<file path="config.mk">
export PLATFORM = sky130hd
export DESIGN_NAME = sl3p_link_ctrl_nln_fec
export DESIGN_NICKNAME = d
export VERILOG_FILES = /design/src/rtl/sl3p_link_pkg.sv /design/src/rtl/sl3p_lane_err_stats.sv /design/src/rtl/sl3p_link_ctrl_nln_fec.sv
export SDC_FILE = /design/constraint.sdc
export NUM_CORES = 1
export LEC_CHECK = 0
export ABC_AREA = 1
export CAP_MARGIN = 20
export CORE_MARGIN = 2
export CORE_UTILIZATION = 50
export CTS_CLUSTER_DIAMETER = 80
export DETAILED_ROUTE_END_ITERATION = 8
export PLACE_DENSITY = 0.74
export SLEW_MARGIN = 20
export SYNTH_ARGS = -nofsm -noshare
export SYNTH_HDL_FRONTEND = slang
export SYNTH_SLANG_ARGS = --single-unit
</file>
<file path="constraint.sdc">
create_clock -name clk100 -period 7.6 [get_ports clk100]
set_clock_uncertainty 0.2 [all_clocks]
set_input_delay 0.76 -clock clk100 [delete_from_list [all_inputs] [get_ports clk100]]
set_output_delay 0.76 -clock clk100 [all_outputs]
set_load 0.02 [all_outputs]
</file>
<file path="src/rtl/sl3p_link_pkg.sv">
// Shared encodings for the armored66 link controller: FSM states, relink causes
// and a small popcount helper for the per-lane error pulses.
package sl3p_link_pkg;

  localparam logic [2:0] IDLE      = 3'd0;
  localparam logic [2:0] CAL_WAIT  = 3'd1;
  localparam logic [2:0] RST_HOLD  = 3'd2;
  localparam logic [2:0] PLL_WAIT  = 3'd3;
  localparam logic [2:0] LOCK_WAIT = 3'd4;
  localparam logic [2:0] UP        = 3'd5;
  localparam logic [2:0] BACKOFF   = 3'd6;
  localparam logic [2:0] DEAD      = 3'd7;

  localparam logic [1:0] CAUSE_NONE  = 2'd0;
  localparam logic [1:0] CAUSE_LOCK  = 2'd1;
  localparam logic [1:0] CAUSE_ERR   = 2'd2;
  localparam logic [1:0] CAUSE_FORCE = 2'd3;

  // Lane vectors are zero-extended to 16 bits, the maximum lane count.
  function automatic logic [4:0] popcount16(input logic [15:0] v);
    logic [4:0] n;
    n = '0;
    for (int i = 0; i < 16; i++) n = n + 5'(v[i]);
    return n;
  endfunction

endpackage

</file>
<file path="src/rtl/sl3p_lane_err_stats.sv">
// One lane's saturating corrected/uncorrected FEC event counters; clear beats
// a same-cycle increment.
module sl3p_lane_err_stats #(
  parameter int ERR_BITS = 16
) (
  input  logic                clk100,
  input  logic                rst100,
  input  logic                inc_en,
  input  logic                fix,
  input  logic                fail,
  input  logic                clr,
  output logic [ERR_BITS-1:0] fix_cnt,
  output logic [ERR_BITS-1:0] fail_cnt
);

  logic [ERR_BITS-1:0] fix_q, fail_q;

  // NOTE: sequential state uses non-blocking assignments so every register
  // samples the pre-edge values regardless of statement order.
  always_ff @(posedge clk100) begin
    if (rst100 || clr) begin
      fix_q  <= '0;
      fail_q <= '0;
    end else if (inc_en) begin
      if (fix && (fix_q != '1))   fix_q  <= fix_q + 1'b1;
      if (fail && (fail_q != '1)) fail_q <= fail_q + 1'b1;
    end
  end

  assign fix_cnt  = fix_q;
  assign fail_cnt = fail_q;

endmodule

</file>
<file path="src/rtl/sl3p_link_ctrl_nln_fec.sv">
// Bring-up, FEC health monitor and bounded-retry relink controller for an
// N-lane armored66 SERDES link, clocked by the management clock.
module sl3p_link_ctrl_nln_fec
  import sl3p_link_pkg::*;
#(
  parameter int NUM_LN      = 4,
  parameter int CNTR_BITS   = 16,
  parameter int TMO_BITS    = 20,
  parameter int WIN_BITS    = 20,
  parameter int ERR_BITS    = 16,
  parameter int FAIL_THRESH = 8,
  parameter int RETRY_BITS  = 3,
  parameter int MAX_RETRIES = 5
) (
  input  logic                       clk100,
  input  logic                       rst100,
  input  logic                       enable,
  input  logic                       cal_busy,
  input  logic                       force_relink,
  input  logic                       clr_cnt,
  input  logic [NUM_LN-1:0]          tx_pll_locked,
  input  logic                       deskew_locked,
  input  logic [NUM_LN-1:0]          fix_pulse,
  input  logic [NUM_LN-1:0]          fail_pulse,
  output logic                       xcvr_rst,
  output logic                       link_up,
  output logic                       gave_up,
  output logic [2:0]                 state,
  output logic [RETRY_BITS-1:0]      retry_cnt,
  output logic [NUM_LN*ERR_BITS-1:0] fix_cnt,
  output logic [NUM_LN*ERR_BITS-1:0] fail_cnt,
  output logic [1:0]                 last_cause
);

  // One timer serves reset hold, backoff and lock timeout; it restarts on every state change.
  localparam int TMR_W = (CNTR_BITS > TMO_BITS) ? CNTR_BITS : TMO_BITS;
  localparam logic [TMR_W-1:0] HOLD_LAST = TMR_W'((64'd1 << CNTR_BITS) - 64'd1);
  localparam logic [TMR_W-1:0] TMO_LAST  = TMR_W'((64'd1 << TMO_BITS) - 64'd1);
  localparam int ACC_W = $clog2(FAIL_THRESH + 1);

  logic [2:0]            state_q, state_d;
  logic [TMR_W-1:0]      tmr_q, tmr_d;
  logic [WIN_BITS-1:0]   win_q, win_d;
  logic [ACC_W-1:0]      acc_q, acc_d, acc_base, acc_now;
  logic [RETRY_BITS-1:0] retry_q, retry_d;
  logic [1:0]            cause_q, cause_d;
  logic                  xcvr_rst_q, xcvr_rst_d;
  logic                  link_up_q, link_up_d;
  logic                  gave_up_q, gave_up_d;

  logic [4:0]  fail_pop;
  logic [31:0] acc_sum;
  logic        all_pll, hold_done, tmo, lock_lost, err_hit, in_up;

  assign all_pll   = &tx_pll_locked;
  assign hold_done = (tmr_q == HOLD_LAST);
  assign tmo       = (tmr_q == TMO_LAST);
  assign lock_lost = !deskew_locked || !all_pll;
  assign in_up     = (state_q == UP);
  assign fail_pop  = popcount16(16'(fail_pulse));

  // Window accumulator including this cycle's pulses; a wrap cycle starts from zero.
  always_comb begin
    acc_base = (win_q == '0) ? '0 : acc_q;
    acc_sum  = 32'(acc_base) + 32'(fail_pop);
    acc_now  = (acc_sum >= 32'(FAIL_THRESH)) ? ACC_W'(FAIL_THRESH) : ACC_W'(acc_sum);
    err_hit  = (32'(acc_now) >= 32'(FAIL_THRESH));
  end

  // NOTE: every signal written in an always_comb gets a default first so no
  // path through the block can infer a latch.
  always_comb begin
    state_d = state_q;
    case (state_q)
      IDLE:      if (enable) state_d = CAL_WAIT;
      CAL_WAIT:  if (!cal_busy) state_d = RST_HOLD;
      RST_HOLD:  if (cal_busy) state_d = CAL_WAIT;
                 else if (hold_done) state_d = PLL_WAIT;
      PLL_WAIT:  if (all_pll) state_d = LOCK_WAIT;
                 else if (tmo) state_d = BACKOFF;
      LOCK_WAIT: if (!all_pll || tmo) state_d = BACKOFF;
                 else if (deskew_locked) state_d = UP;
      UP:        if (lock_lost || err_hit || force_relink) state_d = BACKOFF;
      BACKOFF:   if (retry_q == RETRY_BITS'(MAX_RETRIES)) state_d = DEAD;
                 else if (hold_done) state_d = CAL_WAIT;
      DEAD:      if (force_relink) state_d = CAL_WAIT;
      default:   state_d = IDLE;
    endcase
    if (!enable) state_d = IDLE;
  end

  always_comb begin
    tmr_d   = (state_d != state_q) ? '0 : tmr_q + 1'b1;
    win_d   = (in_up && state_d == UP) ? win_q + 1'b1 : '0;
    acc_d   = in_up ? acc_now : '0;
    retry_d = retry_q;
    cause_d = cause_q;
    if (in_up && win_q == '1 && acc_now == '0) retry_d = '0;
    if (state_d == BACKOFF && state_q != BACKOFF) retry_d = retry_q + 1'b1;
    if (in_up && state_d == BACKOFF) begin
      if (lock_lost)    cause_d = CAUSE_LOCK;
      else if (err_hit) cause_d = CAUSE_ERR;
      else              cause_d = CAUSE_FORCE;
    end
    if (state_q == DEAD && state_d == CAL_WAIT) retry_d = '0;
    if (!enable) begin
      retry_d = '0;
      cause_d = CAUSE_NONE;
    end
  end

  // Outputs decode the next state so they register in step with state_q.
  always_comb begin
    xcvr_rst_d = !(state_d == PLL_WAIT || state_d == LOCK_WAIT || state_d == UP);
    link_up_d  = (state_d == UP);
    gave_up_d  = (state_d == DEAD);
  end

  always_ff @(posedge clk100) begin
    if (rst100) begin
      state_q    <= IDLE;
      tmr_q      <= '0;
      win_q      <= '0;
      acc_q      <= '0;
      retry_q    <= '0;
      cause_q    <= CAUSE_NONE;
      xcvr_rst_q <= 1'b1;
      link_up_q  <= 1'b0;
      gave_up_q  <= 1'b0;
    end else begin
      state_q    <= state_d;
      tmr_q      <= tmr_d;
      win_q      <= win_d;
      acc_q      <= acc_d;
      retry_q    <= retry_d;
      cause_q    <= cause_d;
      xcvr_rst_q <= xcvr_rst_d;
      link_up_q  <= link_up_d;
      gave_up_q  <= gave_up_d;
    end
  end

  for (genvar i = 0; i < NUM_LN; i++) begin : g_lane
    sl3p_lane_err_stats #(.ERR_BITS(ERR_BITS)) u_stats (
      .clk100   (clk100),
      .rst100   (rst100),
      .inc_en   (in_up),
      .fix      (fix_pulse[i]),
      .fail     (fail_pulse[i]),
      .clr      (clr_cnt),
      .fix_cnt  (fix_cnt[i*ERR_BITS +: ERR_BITS]),
      .fail_cnt (fail_cnt[i*ERR_BITS +: ERR_BITS])
    );
  end

  assign state      = state_q;
  assign xcvr_rst   = xcvr_rst_q;
  assign link_up    = link_up_q;
  assign gave_up    = gave_up_q;
  assign retry_cnt  = retry_q;
  assign last_cause = cause_q;

endmodule
</file>
-- Yosys cells after proc, flatten, opt, wreduce, memory -nomap -nowiden
Index checks and enable logic that the tools add are counted.
- add/sub/neg operators: 15
- magnitude comparators: 2
- equality and inequality tests: 27
- muxes and demuxes: 19
- bitwise gates (word level): 3
- reductions and logical operators: 42
- operators with widths (cell ; number):
    $add 16x1->16 const B ; 8
    $ne 16x16->1 const B ; 8
    $mux 3 ; 14
    $add 20x1->20 const B ; 2
    $eq 20x20->1 const B ; 2
    $eq 3x3->1 const B ; 9
    $pmux 3 s8 ; 1
    $eq 20x16->1 const B ; 1
    $logic_not 20->1 ; 1
    $reduce_and 2->1 ; 8
    $logic_and 1x1->1 ; 14
    $eq 3x2->1 const B ; 3
    $mux 4 ; 2
    $reduce_or 2->1 ; 4
    $logic_or 1x1->1 ; 7
    $eq 3x1->1 const B ; 2
    $add 4x4->5 ; 1
    $ge 5x4->1 const B ; 1
    $add 3x1->4 ; 1
    $ge 4x4->1 const B ; 1
    $logic_not 4->1 ; 1
    $reduce_and 4->1 ; 1
    $add 2x1->3 ; 1
    $add 3x1->3 const B ; 1
    other kinds (10) ; 14
- flip-flop bits (word level): 183
- input bits: 19
- output and inout port bits: 139
- logic and storage cells: 125

-- Logic depth before layout (Yosys ltp)
Gate-level depths: netlist of run 1.
- depth after elaboration: 16
- gate-level depth with buffers: 20
- gate-level depth less buffers: 20

-- By module
Synthesis of run 1 repeated with hierarchy kept, for this count alone.
- cell total of the unflattened synthesis: 1794
- area total of the unflattened synthesis: 11937.7 sq um
- modules (own cells, without submodules) (module ; instances ; cells an instance ; area each (sq um) ; seq. area each (sq um)):
    sl3p_lane_err_stats ; 4 ; 346 ; 2182.1 ; 640.6
    sl3p_link_ctrl_nln_fec ; 1 ; 410 ; 3209.3 ; 1101.1

-- Worst setup path after synthesis of run 1
OpenSTA, ideal clock, no wires.
- kind: in2reg
- start point: in fail_pulse[0]
- end point: reg win_q[19]
- setup time: 0.072 ns
- arrival: 3.079 ns
- required time: 7.328 ns
- slack: 4.249 ns
- stages on the path: 13
- path through: fa_1 fa_1 inv_1 fa_1 inv_1 o311ai_4 nand4_1 nand2_2 nand2_4 nor2_2 nand3_1 buf_6 nor3b_2
- cells in the longest elaborated chain, start to end: 16
- ends and longest elaborated chain (item ; line ; source):
    start: declaration ; sl3p_link_ctrl_nln_fec.sv:24 ; input logic [NUM_LN-1:0] fail_pulse,
    $add 1x1->2 (*) ; sl3p_link_pkg.sv:23 ; for (int i = 0; i < 16; i++) n = n + 5'(v[i]);
    $add 2x1->3 (*) ; sl3p_link_pkg.sv:23 ;
    $add 3x1->4 (*) ; sl3p_link_pkg.sv:23 ;
    $add 4x4->5 (*) ; sl3p_link_ctrl_nln_fec.sv:65 ; acc_sum = 32'(acc_base) + 32'(fail_pop);
    $ge 5x4->1 ; sl3p_link_ctrl_nln_fec.sv:66 ; acc_now = (acc_sum >= 32'(FAIL_THRESH)) ? ACC_W'(FAIL_THRESH) : ACC_W'(acc_sum);
    $mux 4 (*) ; sl3p_link_ctrl_nln_fec.sv:66 ;
    $ge 4x4->1 (*) ; sl3p_link_ctrl_nln_fec.sv:67 ; err_hit = (32'(acc_now) >= 32'(FAIL_THRESH));
    $logic_or 1x1->1 (*) (2 in series) ; sl3p_link_ctrl_nln_fec.sv:83 ; UP: if (lock_lost || err_hit || force_relink) state_d = BACKOFF;
    $mux 3 (*) ; sl3p_link_ctrl_nln_fec.sv:83 ;
    $pmux 3 s8 (*) ; sl3p_link_ctrl_nln_fec.sv:74 ; case (state_q)
    $mux 3 (*) ; sl3p_link_ctrl_nln_fec.sv:89 ; if (!enable) state_d = IDLE;
    $eq 3x3->1 (*) ; sl3p_link_ctrl_nln_fec.sv:94 ; win_d = (in_up && state_d == UP) ? win_q + 1'b1 : '0;
    $logic_and 1x1->1 (*) ; sl3p_link_ctrl_nln_fec.sv:94 ;
    $not 1->1 (no source line) (*) ; -- ;
    $reduce_or 2->1 (no source line) (*) ; -- ;
    end signal: assignment ; sl3p_link_ctrl_nln_fec.sv:133 ; win_q <= win_d;
    end: declaration ; sl3p_link_ctrl_nln_fec.sv:43 ; logic [WIN_BITS-1:0] win_q, win_d;
Every way passes the cells marked *; elsewhere a longest branch is shown, timed or not.
A chain may end at the register's enable or synchronous reset.

-- Worst setup path in the final report of run 1
- start point: in fail_pulse[0]
- end point: reg win_q[17]
The elaborated chain is that of the path after synthesis.

==> impl_metrics.py, run 1 <==
metrics = {
    "outcome": {
        "status": "finished, final reports clean",
    },
    "clock_tree": {
        "cts_setup_buffers": 0,
        "clk_latency_ns": 0.43,
        "root_buffer": "clkbuf_16",
        "clockBufferDepth": 2,
        "clk_pin_slew_ns": 0.07,
        "post_cts_resized": 0,
        "numCtsBuffers": 17,
        "postCtsHoldBufs": 0,
        "cts.sinks": 183,
        "cts_htree_levels": 4,
        "cts_tree": "yes",
    },
    "worst_setup_path": {
        "cp_max_fo": 20,
        "r2r_start": "win_q[0]",
        "critical_path_class": "in -> reg",
        "cpPeakStageDelay_ns": 0.70,
        "cp-start-kind": "primary input",
        "crit_required_ns": 7.73,
        "critPathMostFrequentCell": "fa_1",
        "path_cells": "clkdlybuf4s50_1 -> fa_1 -> fa_1 -> inv_1 -> fa_1 -> inv_1 -> o311ai_4 -> nand4_1 -> nand2_2 -> nand2_4 -> nor2_2 -> nand3_1 -> nor3b_2",
        "slowest_stage": "nand3_1",
        "r2r.worst_path.cells": 18,
        "timing.rr.end": "win_q[17]",
        "crit_arrival_ns": 4.43,
        "r2r_slack_ns": 3.61,
        "end_kind": "flop",
    },
    "placed_design": {
        "dp.cells": 1662,
        "dp_slack_ns": 2.81,
        "globalplace.congestion": 0.912,
        "placed_area_mm2": 0.0112,
        "port_buffers": 157,
        "place_hpwl_um": 16200,
    },
    "sta": {
        "worst_slew_margin_rel_pct": 30.4,
        "fin_crit_ns": 4.30,
        "final-setup-viol-count": 0,
        "hold_slack_ns": 0.255,
        "worstMarginPinSlew_ns": 1.04,
        "hold_viol": 0,
        "slew_violations": 0,
        "fin_tns_setup_ns": 0,
        "finalCritPeriodShare_pct": 56.6,
        "rsz0062_at_grt": "false",
        "worst_slack_ns": 3.30,
        "fmax_mhz": 233,
    },
    "synthesis": {
        "synth_ff_type": "dfxtp_1",
        "synth-compound-area-share_pct": 11.3,
        "synth-seq-cells": 183,
        "synthSimpleGateAreaFrac_pct": 33.4,
        "netlist_instances": 1288,
        "avgSynthCellArea_um2": 7.29,
        "synthMuxAreaShare_pct": 0,
        "async_flop_share_pct": 0,
        "synthXorXnorAreaFrac_pct": 4.00,
        "ys_seq_area_share_pct": 39.0,
        "synth_area_mm2": 0.00939,
        "synth_edf_count": 0,
        "synth_fp_nets": 1324,
        "ys_warn_count": 0,
        "synthAdderAreaFrac_pct": 2.51,
        "synth_top_family_by_area": "simple AND/OR/NAND/NOR gates",
        "ys_types": 48,
    },
    "hold_path": {
        "hold_class": "reg -> reg",
        "hp-start": "win_q[0]",
        "hold_end": "win_q[0]",
        "worstHoldPathCells": 1,
    },
    "global_route": {
        "grt_util_met1_pct": 29.2,
        "grt_first_pass_wirelength_um": 37300,
        "grt.busiest_layer": "met2",
        "grt_max_degree": 83,
        "overflow": 0,
        "antenna_found_initial": 0,
        "first_global_vias": 7950,
        "grt_util_met3_pct": 6.39,
        "use_met2_pct": 37.0,
        "track_usage_pct": 22.7,
    },
    "pwr": {
        "clkPwrFrac_pct": 47.0,
        "pwr-share-seq_pct": 49.4,
        "leakagePower_uw": 0.00409,
        "p_int_uw": 1500,
        "power.density_mw_per_mm2": 165,
        "p_comb_share_pct": 3.6,
        "netSwitchingPower_uw": 452,
        "ir_worst_vdd_v": 0.000162,
        "p_sw_share_pct": 23.2,
    },
    "route": {
        "vias": 8681,
        "first_iter_violations": 452,
        "viasPerCell": 5.12,
        "wl_per_cell_um": 13.3,
        "drt-pass1-iter-count": 7,
        "drcViolationCount": 0,
        "routed_wl_um": 22500,
        "antenna_left": 0,
    },
    "die": {
        "ioPinCount": 158,
        "start_util_pct": 50.5,
        "die_w_um": 141,
        "fp.dieH_um": 141,
        "coreArea_mm2": 0.0186,
        "die_area_mm2": 0.0199,
        "rows": 50,
    },
    "layout": {
        "finish.instance_area_mm2": 0.0118,
        "antenna_cells": 0,
        "nets": 1483,
        "drive_above_1_share_pct": 9.66,
        "fin_cells": 1694,
        "area_growth_pct": 25.5,
        "fillers": 1633,
    },
    "run": {
        "cap_violations": 0,
    },
}
==> stage by stage <==
step | total power (uW) | util [%]
after floorplan | 1030 | -
after global placement | 1050 | 60.1
after detailed placement | 1050 | 60.1
after CTS | 1970 | 63.4
after global routing | 2020 | 63.4
final | 1950 | 63.4
==> cell usage in the layout, fill, tap and decap left out, drive strengths merged, types with 2 or more instances in the layout <==
master	n
ha	14
clkinv	5
clkbuf	19
o21bai	3
nand4	27
buf	4
o21ba	2
dfxtp	183
fa	3
clkdlybuf4s50	157
xnor2	12
xor2	30
nand3	80
a21oi	100
nand3b	3
a211oi	8
nand2	224
o21a	7
nor4	16
nor3b	15
or2	4
a31oi	7
nor3	91
inv	221
bufinv	2
o21ai	63
and3	3
nor2	153
==> kinds of logic after synthesis <==
family	Yosys count
buffers and inverters	237
adder cells (fa/ha/maj)	17
AO/OA/AOI/OAI	192
AND/OR/NAND/NOR	617
XOR/XNOR	42
flip-flops	183
==> flip-flops by register name (all words and copies together) (netlist names) <==
| register | count |
|---|---|
| acc_q | 4 |
| g_lane.u_stats.fail_cnt | 64 |
| g_lane.u_stats.fix_cnt | 64 |
| gave_up | 1 |
| last_cause | 2 |
| link_up | 1 |
| retry_cnt | 3 |
| state | 3 |
| tmr_q | 20 |
| win_q | 20 |
| xcvr_rst | 1 |
==> area by class of cell <==
| type | count | area [um^2] | area share, % |
|---|---|---|---|
| clock buffer | 19 | 453 | 3.84 |
| clock inverter | 13 | 158 | 1.34 |
| inverter | 216 | 811 | 6.88 |
| multi-input combinational | 868 | 4800 | 40.8 |
| sequential | 183 | 3660 | 31.1 |
| tap | 234 | 293 | 2.48 |
| timing repair buffer | 161 | 1600 | 13.6 |
==> worst max-delay path: cells and delay by family <==
| kind | cells | cell delay [ns] |
|---|---|---|
| fa+ha+maj | 3 | 1.16 |
| simple gates | 6 | 1.54 |
| buf+inv | 3 | 0.65 |
| compound gates | 1 | 0.28 |
==> power by group through the flow <==
stage                     registers (uW)  logic (uW)  clock network, uW
after floorplan                      984        46.8                  0
after global placement               984        69.1                  0
after detailed placement             984        70.3                  0
after CTS                            962        70.6                935
after global routing                 961        78.6                978
final                                962        70.1                917
==> per-layer routing <==
metal  wire length (um)  vias up  part of all wire [%]
li1                   -     4513                     -
met1              10500     3925                    47
met4                373        0                   1.7
met2              10200      212                    45
met3               1410       31                   6.3
met5                  0        -                     0
==> synthesized netlist by cell type (all sizes together), types with 2 or more instances <==
| library cell | number | area (um^2) |
|---|---|---|
| xnor2 | 12 | 105 |
| buf | 7 | 62.6 |
| o21a | 7 | 52.6 |
| o21bai | 3 | 22.5 |
| o21ba | 2 | 20.0 |
| ha | 14 | 175 |
| or2 | 4 | 25.0 |
| o21ai | 63 | 315 |
| fa | 3 | 60.1 |
| and3 | 3 | 18.8 |
| nand4 | 27 | 181 |
| a31oi | 7 | 43.8 |
| nand3 | 80 | 468 |
| a211oi | 8 | 60.1 |
| nor4 | 16 | 100 |
| clkbuf | 14 | 52.6 |
| nor3b | 15 | 159 |
| nand3b | 3 | 22.5 |
| nor2 | 153 | 656 |
| nor3 | 91 | 628 |
| xor2 | 30 | 270 |
| nand2 | 224 | 866 |
| dfxtp | 183 | 3660 |
| inv | 215 | 807 |
| a21oi | 100 | 508 |
==> worst max-delay path by stage <==
stage | from | end | slack (ns) | cells past startpoint
CTS | fail_pulse[0] | win_q[2] | 3.26 | 13
global placement | fail_pulse[0] | win_q[19] | 2.93 | 13
finish | fail_pulse[0] | win_q[17] | 3.30 | 13
detailed placement | fail_pulse[0] | win_q[2] | 2.81 | 13
global route | fail_pulse[0] | win_q[2] | 3.00 | 13
floorplan | fail_pulse[0] | win_q[19] | 4.25 | 13
No activity file was read; power rests on OpenSTA's default activity.
==> inputs of run 2 (changes only) <==
CORE_UTILIZATION = 49   (was 50)
PLACE_DENSITY = 0.75   (was 0.74)
clock period = 3.6 ns   (was 7.6 ns; I/O delays follow)
==> run 2 against run 1 <==
Cell area rose by 1.9%. Core utilization rose by 0.55 points. Critical path depth rose by 8. Sequential power rose by 110%. Power rose by 120%. Register-to-register slack got worse by 3.4 ns. Clock power rose by 130%. Count of clock-buffer cells in the layout did not move. Combinational power rose by 150%.
==> impl_metrics.py, run 2 (synthesis results as in run 1) <==
metrics = {
    "global_route": {
        "overflow": 0,
        "first_global_vias": 8107,
        "track_usage_pct": 22.6,
        "antenna_found_initial": 0,
        "grt_max_degree": 82,
        "grt_first_pass_wirelength_um": 37500,
    },
    "placed_design": {
        "globalplace.congestion": 0.871,
        "port_buffers": 157,
        "placed_area_mm2": 0.0113,
        "place_hpwl_um": 16100,
    },
    "pwr": {
        "p_comb_share_pct": 4.0,
        "p_int_uw": 3380,
        "leakagePower_uw": 0.00420,
        "pwr-share-seq_pct": 47.1,
        "p_sw_share_pct": 21.7,
        "power.density_mw_per_mm2": 359,
        "netSwitchingPower_uw": 936,
        "clkPwrFrac_pct": 48.9,
        "ir_worst_vdd_v": 0.000339,
    },
    "worst_setup_path": {
        "crit_required_ns": 3.71,
        "cpPeakStageDelay_ns": 0.37,
        "r2r.worst_path.cells": 21,
        "critical_path_class": "reg -> reg",
        "critPathMostFrequentCell": "nand2_1",
        "path_depth": 21,
        "path_buf_inv": 6,
        "cp_max_fo": 10,
        "critical-path-top-delay-family": "simple AND/OR/NAND/NOR gates",
        "slowest_stage": "fa_1",
        "path_cells": "inv_1 -> ha_1 -> nand3_1 -> nor2_1 -> nand3_2 -> nand2_1 -> inv_1 -> fa_1 -> inv_1 -> fa_1 -> inv_1 -> o311ai_4 -> nand3_1 -> nand2_1 -> nand2_1 -> nand2_1 -> nand2_1 -> nand4_1 -> buf_4 -> buf_12 -> nor3_2",
        "end_kind": "flop",
        "cp-start-kind": "flop",
        "crit_arrival_ns": 3.47,
    },
    "sta": {
        "fin_crit_ns": 3.36,
        "slew_violations": 0,
        "worstMarginPinSlew_ns": 1.05,
        "worst_slew_margin_rel_pct": 30.1,
        "fmax_mhz": 297,
        "hold_viol": 0,
        "final-setup-viol-count": 0,
        "rsz0062_at_grt": "false",
        "finalCritPeriodShare_pct": 93.4,
    },
    "outcome": {
        "status": "finished, final reports clean",
    },
    "clock_tree": {
        "post_cts_resized": 0,
        "clk_pin_slew_ns": 0.07,
        "clockBufferDepth": 2,
        "numCtsBuffers": 17,
        "postCtsHoldBufs": 0,
        "clk_latency_ns": 0.43,
        "cts_tree": "yes",
        "cts.sinks": 183,
        "root_buffer": "clkbuf_16",
        "cts_htree_levels": 4,
    },
    "route": {
        "routed_wl_um": 23000,
        "drt-pass1-iter-count": 5,
        "first_iter_violations": 524,
        "viasPerCell": 5.18,
        "vias": 8841,
        "wl_per_cell_um": 13.5,
        "antenna_left": 0,
        "drcViolationCount": 0,
    },
    "layout": {
        "layout_commonest_cell": "nand2_1",
        "antenna_cells": 0,
        "nets": 1495,
        "area_growth_pct": 27.9,
        "final_cell_mix": "216 x nand2_1, 200 x inv_1, 183 x dfxtp_1",
        "drive_above_1_share_pct": 10.5,
        "utilization_pct": 64.0,
        "finish.instance_area_mm2": 0.0120,
    },
    "die": {
        "start_util_pct": 50.0,
        "die_area_mm2": 0.0203,
        "fp.dieH_um": 142,
        "die_w_um": 142,
        "rows": 50,
        "ioPinCount": 158,
        "coreArea_mm2": 0.0188,
    },
    "hold_path": {
        "worstHoldPathCells": 1,
        "hold_class": "reg -> reg",
    },
    "run": {
        "cap_violations": 0,
    },
}
==> run 2: layer usage <==
layer | track usage [%] | vias up | part of all wire [%]
met5 | 0 | - | 0
met4 | 7.03 | 0 | 1.2
met3 | 5.42 | 17 | 6.0
met2 | 37.3 | 235 | 46
met1 | 29.3 | 4049 | 47
li1 | - | 4540 | -
==> run 2: worst reg2reg max path, stage by stage, from the launching register on <==
cell and delay (ns):
dfxtp_1 0.33, inv_1 0.12, ha_1 0.16, nand3_1 0.07, nor2_1 0.14, nand3_2 0.17
nand2_1 0.10, inv_1 0.05, fa_1 0.37, inv_1 0.09, fa_1 0.19, inv_1 0.07
o311ai_4 0.28, nand3_1 0.12, nand2_1 0.11, nand2_1 0.08, nand2_1 0.09, nand2_1 0.06
nand4_1 0.08, buf_4 0.16, buf_12 0.15, nor3_2 0.05
==> run 2: power by group through the flow <==
stage / logic, uW / registers (uW) / clock network [uW]
floorplan: 98.9 / 2080 / 0
global placement: 162 / 2080 / 0
detailed placement: 164 / 2080 / 0
CTS: 165 / 2030 / 2150
global route: 191 / 2030 / 2230
finish: 174 / 2030 / 2110
==> run 2: repair_timing <==
| action | CTS | global route |
|---|---|---|
| setup buffers | 0 | 1 |
| hold endpoints to repair | 0 | 0 |
| setup endpoints to repair | 0 | 1 |
==> run 2: metrics by stage <==
stage	total power, uW	cells	worst slack (ns)	hold WS (ns)	TNS (ns)
finish	4310	1706	0.238	0.248	0
CTS	4340	1703	0.214	0.254	0
global route	4450	1706	0.00173	0.282	0
floorplan	2180	1288	0.529	0.217	0
detailed placement	2240	1671	-0.129	0.239	-2.75
global placement	2240	1671	-0.0687	0.228	-0.362
==> run 2: final timing paths <==
| kind | from | to | slack [ns] |
|---|---|---|---|
| setup reg to reg | win_q[0] | tmr_q[8] | 0.24 |
| hold reg to reg | win_q[0] | win_q[0] | 0.25 |
| setup / recovery | win_q[0] | tmr_q[8] | 0.24 |
| hold / removal | win_q[0] | win_q[0] | 0.25 |
==> run 2: area by class of cell <==
class                   instances  area, um^2
repair buffers                173        1760
multi-input cells             868        4800
flip-flops and latches        183        3660
clock buffers                  19         453
well taps                     234         293
clock inverters                13         218
inverters                     216         811
fillers                      1665        6760
